--- src/rtl/ss_retire_unit_if.sv ---
// Retire-side bus between the ROB (master) and ss_retire_unit (slave).
// Sizing comes from `WIDTH, `PRF_SIZE, `RF_SIZE and `XLEN; each defaults if not defined.
`ifndef WIDTH
`define WIDTH 2
`endif
`ifndef PRF_SIZE
`define PRF_SIZE 64
`endif
`ifndef RF_SIZE
`define RF_SIZE 32
`endif
`ifndef XLEN
`define XLEN 32
`endif

interface ss_retire_unit_if;
    localparam int W     = `WIDTH;
    localparam int PRF_W = $clog2(`PRF_SIZE);
    localparam int RF_W  = $clog2(`RF_SIZE);
    localparam int XL    = `XLEN;

    // ROB -> retire unit: head / head+1 entries, one field array per ROB_ENTRY member
    logic [W-1:0]                 ready_to_retire;
    logic [W-1:0][XL-1:0]         entry_pc;
    logic [W-1:0][RF_W-1:0]       entry_dest;
    logic [W-1:0][PRF_W-1:0]      entry_tag;
    logic [W-1:0][PRF_W-1:0]      entry_tag_old;
    logic [W-1:0]                 entry_wr_mem;
    logic [W-1:0]                 entry_halt;
    logic                         rollback;
    logic                         st_commit_ack;

    logic [W-1:0]                 retire_en;
    logic [W-1:0]                 free_valid;
    logic [W-1:0][PRF_W-1:0]      free_tag;
    logic [W-1:0]                 arch_we;
    logic [W-1:0][RF_W-1:0]       arch_idx;
    logic [W-1:0][PRF_W-1:0]      arch_tag;
    logic                         st_commit_valid;
    logic [XL-1:0]                st_commit_pc;
    logic                         halted;
    logic [1:0]                   state_dbg;

    modport master (
        output ready_to_retire, entry_pc, entry_dest, entry_tag, entry_tag_old,
               entry_wr_mem, entry_halt, rollback, st_commit_ack,
        input  retire_en, free_valid, free_tag, arch_we, arch_idx, arch_tag,
               st_commit_valid, st_commit_pc, halted, state_dbg
    );

    modport slave (
        input  ready_to_retire, entry_pc, entry_dest, entry_tag, entry_tag_old,
               entry_wr_mem, entry_halt, rollback, st_commit_ack,
        output retire_en, free_valid, free_tag, arch_we, arch_idx, arch_tag,
               st_commit_valid, st_commit_pc, halted, state_dbg
    );
endinterface

--- src/rtl/ss_retire_unit.sv ---
// Two-wide retire stage: frees old tags, writes the arch map, commits stores, latches halt.
// Optional RETIRE_PERF_EN adds retired_cnt / stall_cnt performance counters.
`ifndef WIDTH
`define WIDTH 2
`endif
`ifndef PRF_SIZE
`define PRF_SIZE 64
`endif
`ifndef RF_SIZE
`define RF_SIZE 32
`endif
`ifndef XLEN
`define XLEN 32
`endif

module ss_retire_unit (
    input  logic            clk,
    input  logic            reset,
    ss_retire_unit_if.slave rif
`ifdef RETIRE_PERF_EN
    ,
    output logic [63:0]     retired_cnt,
    output logic [31:0]     stall_cnt
`endif
);
    localparam int WIDTH = `WIDTH;
    localparam int PRF_W = $clog2(`PRF_SIZE);
    localparam int RF_W  = $clog2(`RF_SIZE);
    localparam int XL    = `XLEN;

    typedef enum logic [1:0] {
        S_IDLE    = 2'd0,
        S_ST_WAIT = 2'd1,
        S_FLUSH   = 2'd2,
        S_HALT    = 2'd3
    } state_t;

    state_t                      r_state;
    logic                        r_halted;
    logic                        r_st_valid;
    logic [XL-1:0]               r_st_pc;

    state_t                      w_next_state;
    logic [WIDTH-1:0]            w_retire_en;
    logic [WIDTH-1:0]            w_free_valid;
    logic [WIDTH-1:0][PRF_W-1:0] w_free_tag;
    logic [WIDTH-1:0][RF_W-1:0]  w_arch_idx;
    logic [WIDTH-1:0][PRF_W-1:0] w_arch_tag;

    // Retire decision. Slot 1 only ever joins a plain slot-0 retirement, so
    // retire_en stays contiguous from bit 0.
    always_comb begin
        w_retire_en  = '0;
        w_next_state = r_state;
        if (!reset) begin
            if (r_state == S_FLUSH) begin
                w_next_state = S_IDLE;
            end else if (rif.ready_to_retire[0]) begin
                case (r_state)
                    S_IDLE: begin
                        if (!r_halted) begin
                            if (rif.rollback) begin
                                w_retire_en  = 2'b01;
                                w_next_state = S_FLUSH;
                            end else if (rif.entry_wr_mem[0]) begin
                                w_next_state = S_ST_WAIT;
                            end else if (rif.entry_halt[0]) begin
                                w_retire_en  = 2'b01;
                                w_next_state = S_HALT;
                            end else begin
                                w_retire_en[0] = 1'b1;
                                w_retire_en[1] = rif.ready_to_retire[1] &&
                                                 !rif.entry_wr_mem[1] &&
                                                 !rif.entry_halt[1];
                            end
                        end
                    end
                    S_ST_WAIT: begin
                        if (rif.st_commit_ack) begin
                            w_retire_en  = 2'b01;
                            w_next_state = S_IDLE;
                        end
                    end
                    default: begin
                        w_retire_en = '0;
                    end
                endcase
            end
        end
    end

    // Freelist / arch-map side: fields are zeroed for slots that do not retire.
    always_comb begin
        w_free_valid = '0;
        w_free_tag   = '0;
        w_arch_idx   = '0;
        w_arch_tag   = '0;
        for (int w = 0; w < WIDTH; w++) begin
            if (w_retire_en[w]) begin
                w_free_valid[w] = (rif.entry_dest[w] != '0);
                w_free_tag[w]   = rif.entry_tag_old[w];
                w_arch_idx[w]   = rif.entry_dest[w];
                w_arch_tag[w]   = rif.entry_tag[w];
            end
        end
    end

    always_ff @(posedge clk) begin
        if (reset) begin
            r_state    <= S_IDLE;
            r_halted   <= 1'b0;
            r_st_valid <= 1'b0;
            r_st_pc    <= '0;
        end else begin
            r_state <= w_next_state;
            if (r_state == S_IDLE && w_next_state == S_ST_WAIT) begin
                r_st_valid <= 1'b1;
                r_st_pc    <= rif.entry_pc[0];
            end else if (r_state == S_ST_WAIT && w_next_state == S_IDLE) begin
                r_st_valid <= 1'b0;
            end
            if (w_next_state == S_HALT) begin
                r_halted <= 1'b1;
            end
        end
    end

    assign rif.retire_en       = w_retire_en;
    assign rif.free_valid      = w_free_valid;
    assign rif.free_tag        = w_free_tag;
    assign rif.arch_we         = w_free_valid;
    assign rif.arch_idx        = w_arch_idx;
    assign rif.arch_tag        = w_arch_tag;
    assign rif.st_commit_valid = r_st_valid;
    assign rif.st_commit_pc    = r_st_pc;
    assign rif.halted          = r_halted;
    assign rif.state_dbg       = r_state;

`ifdef RETIRE_PERF_EN
    logic [63:0] r_retired_cnt;
    logic [31:0] r_stall_cnt;

    always_ff @(posedge clk) begin
        if (reset) begin
            r_retired_cnt <= '0;
            r_stall_cnt   <= '0;
        end else begin
            r_retired_cnt <= r_retired_cnt + 64'(w_retire_en[0]) + 64'(w_retire_en[1]);
            if (rif.ready_to_retire[0] && !w_retire_en[0]) begin
                r_stall_cnt <= r_stall_cnt + 32'd1;
            end
        end
    end

    assign retired_cnt = r_retired_cnt;
    assign stall_cnt   = r_stall_cnt;
`endif

endmodule

--- src/flat_wrapper.sv ---
// flat-port wrapper written by rule: the top's interface ports become plain ports
module ss_retire_unit_flat 
  (clk, reset, rif_ready_to_retire, rif_entry_pc, rif_entry_dest, rif_entry_tag, rif_entry_tag_old, rif_entry_wr_mem, rif_entry_halt, rif_rollback, rif_st_commit_ack, rif_retire_en, rif_free_valid, rif_free_tag, rif_arch_we, rif_arch_idx, rif_arch_tag, rif_st_commit_valid, rif_st_commit_pc, rif_halted, rif_state_dbg);
  ss_retire_unit_if rif_i ();
  input  logic clk;
  input  logic reset;
  input wire logic [$bits(rif_i.ready_to_retire)-1:0] rif_ready_to_retire;
  input wire logic [$bits(rif_i.entry_pc)-1:0] rif_entry_pc;
  input wire logic [$bits(rif_i.entry_dest)-1:0] rif_entry_dest;
  input wire logic [$bits(rif_i.entry_tag)-1:0] rif_entry_tag;
  input wire logic [$bits(rif_i.entry_tag_old)-1:0] rif_entry_tag_old;
  input wire logic [$bits(rif_i.entry_wr_mem)-1:0] rif_entry_wr_mem;
  input wire logic [$bits(rif_i.entry_halt)-1:0] rif_entry_halt;
  input wire logic [$bits(rif_i.rollback)-1:0] rif_rollback;
  input wire logic [$bits(rif_i.st_commit_ack)-1:0] rif_st_commit_ack;
  output wire logic [$bits(rif_i.retire_en)-1:0] rif_retire_en;
  output wire logic [$bits(rif_i.free_valid)-1:0] rif_free_valid;
  output wire logic [$bits(rif_i.free_tag)-1:0] rif_free_tag;
  output wire logic [$bits(rif_i.arch_we)-1:0] rif_arch_we;
  output wire logic [$bits(rif_i.arch_idx)-1:0] rif_arch_idx;
  output wire logic [$bits(rif_i.arch_tag)-1:0] rif_arch_tag;
  output wire logic [$bits(rif_i.st_commit_valid)-1:0] rif_st_commit_valid;
  output wire logic [$bits(rif_i.st_commit_pc)-1:0] rif_st_commit_pc;
  output wire logic [$bits(rif_i.halted)-1:0] rif_halted;
  output wire logic [$bits(rif_i.state_dbg)-1:0] rif_state_dbg;
  assign rif_i.ready_to_retire = rif_ready_to_retire;
  assign rif_i.entry_pc = rif_entry_pc;
  assign rif_i.entry_dest = rif_entry_dest;
  assign rif_i.entry_tag = rif_entry_tag;
  assign rif_i.entry_tag_old = rif_entry_tag_old;
  assign rif_i.entry_wr_mem = rif_entry_wr_mem;
  assign rif_i.entry_halt = rif_entry_halt;
  assign rif_i.rollback = rif_rollback;
  assign rif_i.st_commit_ack = rif_st_commit_ack;
  assign rif_retire_en = rif_i.retire_en;
  assign rif_free_valid = rif_i.free_valid;
  assign rif_free_tag = rif_i.free_tag;
  assign rif_arch_we = rif_i.arch_we;
  assign rif_arch_idx = rif_i.arch_idx;
  assign rif_arch_tag = rif_i.arch_tag;
  assign rif_st_commit_valid = rif_i.st_commit_valid;
  assign rif_st_commit_pc = rif_i.st_commit_pc;
  assign rif_halted = rif_i.halted;
  assign rif_state_dbg = rif_i.state_dbg;
  ss_retire_unit u_core (.clk(clk), .reset(reset), .rif(rif_i));
endmodule
--- config.mk ---
export PLATFORM = sky130hd
export DESIGN_NAME = ss_retire_unit_flat
export DESIGN_NICKNAME = d
export VERILOG_FILES = /design/src/rtl/ss_retire_unit_if.sv /design/src/rtl/ss_retire_unit.sv /design/src/flat_wrapper.sv
export SDC_FILE = /design/constraint.sdc
export NUM_CORES = 1
export LEC_CHECK = 0
export CORE_MARGIN = 2
export CORE_UTILIZATION = 30
export CTS_CLUSTER_DIAMETER = 120
export DETAILED_ROUTE_END_ITERATION = 16
export GPL_ROUTABILITY_DRIVEN = 1
export PLACE_DENSITY = 0.84
export SYNTH_ARGS = -nofsm -noshare
export SYNTH_HDL_FRONTEND = slang
export SYNTH_SLANG_ARGS = --single-unit
--- constraint.sdc ---
create_clock -name clk -period 4.7 [get_ports clk]
set_input_delay 1.175 -clock clk [delete_from_list [all_inputs] [get_ports clk]]
set_output_delay 1.175 -clock clk [all_outputs]
set_load 0.02 [all_outputs]
==> run metrics <==
status=finished clean; Register-to-Register Path Depth=5; worst skew pair latency=0.28 ns; PortBufs=151; Final Skew=0.009542 ns; Buf+Inv Stages, Crit Path=3; DR pass1 iterations=4; Root Driver=clkbuf_8; CP max stage delay=0.61 ns; top post-synthesis cells by area=dfxtp_1 41%, nand2_1 14%, and2_1 12%; first-pass GRT wire length=8.204 mm; Reg clk slew, reported paths=0.07 ns; row cnt=28; Tot GR Track Use=15.72%; initial antenna violation count=0; 1st-iter DRT viols=36; worst slack at placement=0.2844 ns; M3 GR Usage=2.667%; DR WL/cell=12.50 um; Routed Antenna Nets=0; hold path depth=2; busiest grt layer=met2; Syn. warnings=0; Max Slew Vio Count=0; final cell count without fillers=435; area share of the largest cell type after synthesis=40.59%; CP Max Fanout=19; postcts setup bufs=0; IO Count=184; FF+latch count, synth=36; Data required, critical path=3.52 ns; nets@finish=467; met2 usage=26.36%; instance area at placement=0.003278 mm^2; worst hold path type=flip-flop to flip-flop; Total Wirelength=5.437 mm; antenna cells=0; TritonCTS buffer count=5; cell total after placement=427; Hold Slack=0.4536 ns; Sequential Area=720.7 um^2; max-capacitance violation count=0; CP Capture Type=output pin; register area share after synthesis=40.59%; Initial Util=30.53%; CTS sink cnt=36; Die ar.=0.006550 mm^2; H-tree depth=2; CP Cell Sequence=clkdlybuf4s50_1, nor4_4, nand2_2, nor3_4, buf_4, o21a_1, clkdlybuf4s50_1; largest net degree at the start of global routing=37; Syn Inst Count=211; area growth from synthesis to layout=89.57%; Max-slew headroom=60.46%; DRC errors left=0; fin crit period=4.409 ns; vias in the first global route=1797; Core ar.=0.005816 mm^2; WS Path Type=input port to output pin; Final HPWL DP=4.322 mm; max frequency=226.8 MHz; vias=1907; met1 Usage GRT=20.37%; post-route clock period utilization=93.81%; TritonCTS clock tree=done; Fin. Hold Viols=0; grt ovf=0; Tightest Pin Transition=0.5931 ns; setup TNS=0 ns; CP Launch Type=input port; most frequent cells in the layout=150 x clkdlybuf4s50_1, 66 x nand2_1, 36 x dfxtp_1; share of cells above drive strength 1=11.94%; VDD IR max=0.1111 mV; CP arrival=3.23 ns; most used cell, CP=clkdlybuf4s50_1; Syn Nets=319; Crit path depth=7; Critical-path top delay cell=clkdlybuf4s50_1; Die Width=80.93 um; Longest Clk Path Bufs=2; post-synth cell types=30; Hold-fix buffers, CTS=0; crit-path leading delay family=buffers and inverters; RSZ-0062 raised after global routing=false; synthesized area=0.001775 mm^2; PnR worst setup slack=0.2908 ns; Mean Syn Cell Area=8.414 um^2; vias per inst=4.384; Final Cell Area=0.003366 mm^2; Synth area leader=dfxtp_1; PwrDens=206.5 mW/mm^2; final setup fails=0; GPL Wtd Cong=0.8046; filler instances=511; commonest non-fill, non-tap cell in the layout=clkdlybuf4s50_1; Die Y=80.93 um; PostCTS Resize Cnt=0; multi-input logic area=908.4 um^2; Leak=1.164 nW
[final cells by class]
class,instances,share of cell area (%)
Timing Repair Buffer,156,45.87
Multi-Input combinational cell,157,26.99
Tap cell,75,2.788
Inverter,3,0.3346
Clock buffer,5,2.045
Sequential cell,36,21.41
Clock inverter,3,0.5576
[per-stage QoR]
step / util (%) / power [mW]
2_1_floorplan: - / 0.3915
3_3_place_gp: 56.37 / 0.4887
3_5_place_dp: 56.37 / 0.4912
4_1_cts: 57.87 / 0.7075
5_1_grt: 57.87 / 0.7295
6_report: 57.87 / 0.6950
[state kept, by name, indices dropped and copies added, names as in the netlist]
signal,count
u_core.rif.st_commit_valid,1
u_core.rif.st_commit_pc,32
u_core.rif.state_dbg,2
u_core.rif.halted,1
[power by group]
group	switching (mW)	internal, mW
Combinational	0.0665	0.0978
Sequential	0.00637	0.313
Clock	0.108	0.103
[worst min-delay path, stage by stage (launching register included)]
cell	delay, ns
dfxtp_1	0.31
nand2_1	0.05
a21oi_1	0.05
[cells by family (layout without fill, tap and decap cells)]
group / after synthesis / count (layout) / synth area share, %
buf+inv: 18 / 167 / 8.245
compound gates: 42 / 42 / 18.46
simple gates: 115 / 115 / 32.70
flops: 36 / 36 / 40.59
[synthesized netlist by cell type]
| cell | count |
|---|---|
| a21oi_1 | 11 |
| buf_6 | 3 |
| o22ai_1 | 1 |
| nand3_1 | 1 |
| buf_12 | 2 |
| o21ai_1 | 1 |
| nor3_4 | 1 |
| buf_2 | 4 |
| a211oi_4 | 1 |
| and3_1 | 1 |
| and2_1 | 34 |
| o21ai_0 | 1 |
| o21a_1 | 2 |
| nand3b_1 | 1 |
| nand2_2 | 2 |
| buf_8 | 1 |
| clkbuf_1 | 3 |
| inv_1 | 3 |
| nand2_1 | 66 |
| dfxtp_1 | 36 |
| nor2b_1 | 2 |
| nor4_4 | 1 |
| a2bb2oi_1 | 1 |
| nand2b_1 | 1 |
| or4_1 | 2 |
| o41a_1 | 1 |
| nor2_1 | 2 |
| nor3_2 | 1 |
| buf_4 | 2 |
| a21oi_2 | 23 |
[final timing paths]
check                           slack, ns                                     from                                 endpoint
worst max-delay path                 0.29                             rif_rollback                           rif_arch_we[1]
worst min-delay path                 0.45  u_core.rif.st_commit_pc[4]$_SDFFE_PP0P_  u_core.rif.st_commit_pc[4]$_SDFFE_PP0P_
worst max register to register       2.71           u_core.rif.halted$_SDFFE_PP0N_  u_core.rif.st_commit_pc[5]$_SDFFE_PP0P_
worst min register to register       0.45  u_core.rif.st_commit_pc[4]$_SDFFE_PP0P_  u_core.rif.st_commit_pc[4]$_SDFFE_PP0P_
[layer usage]
layer,up-vias,share of wire (%)
met5,-,0
met4,0,0.92
met3,4,6.4
met2,68,49
met1,864,44
li1,971,-
(Power assumes the default switching activity.)
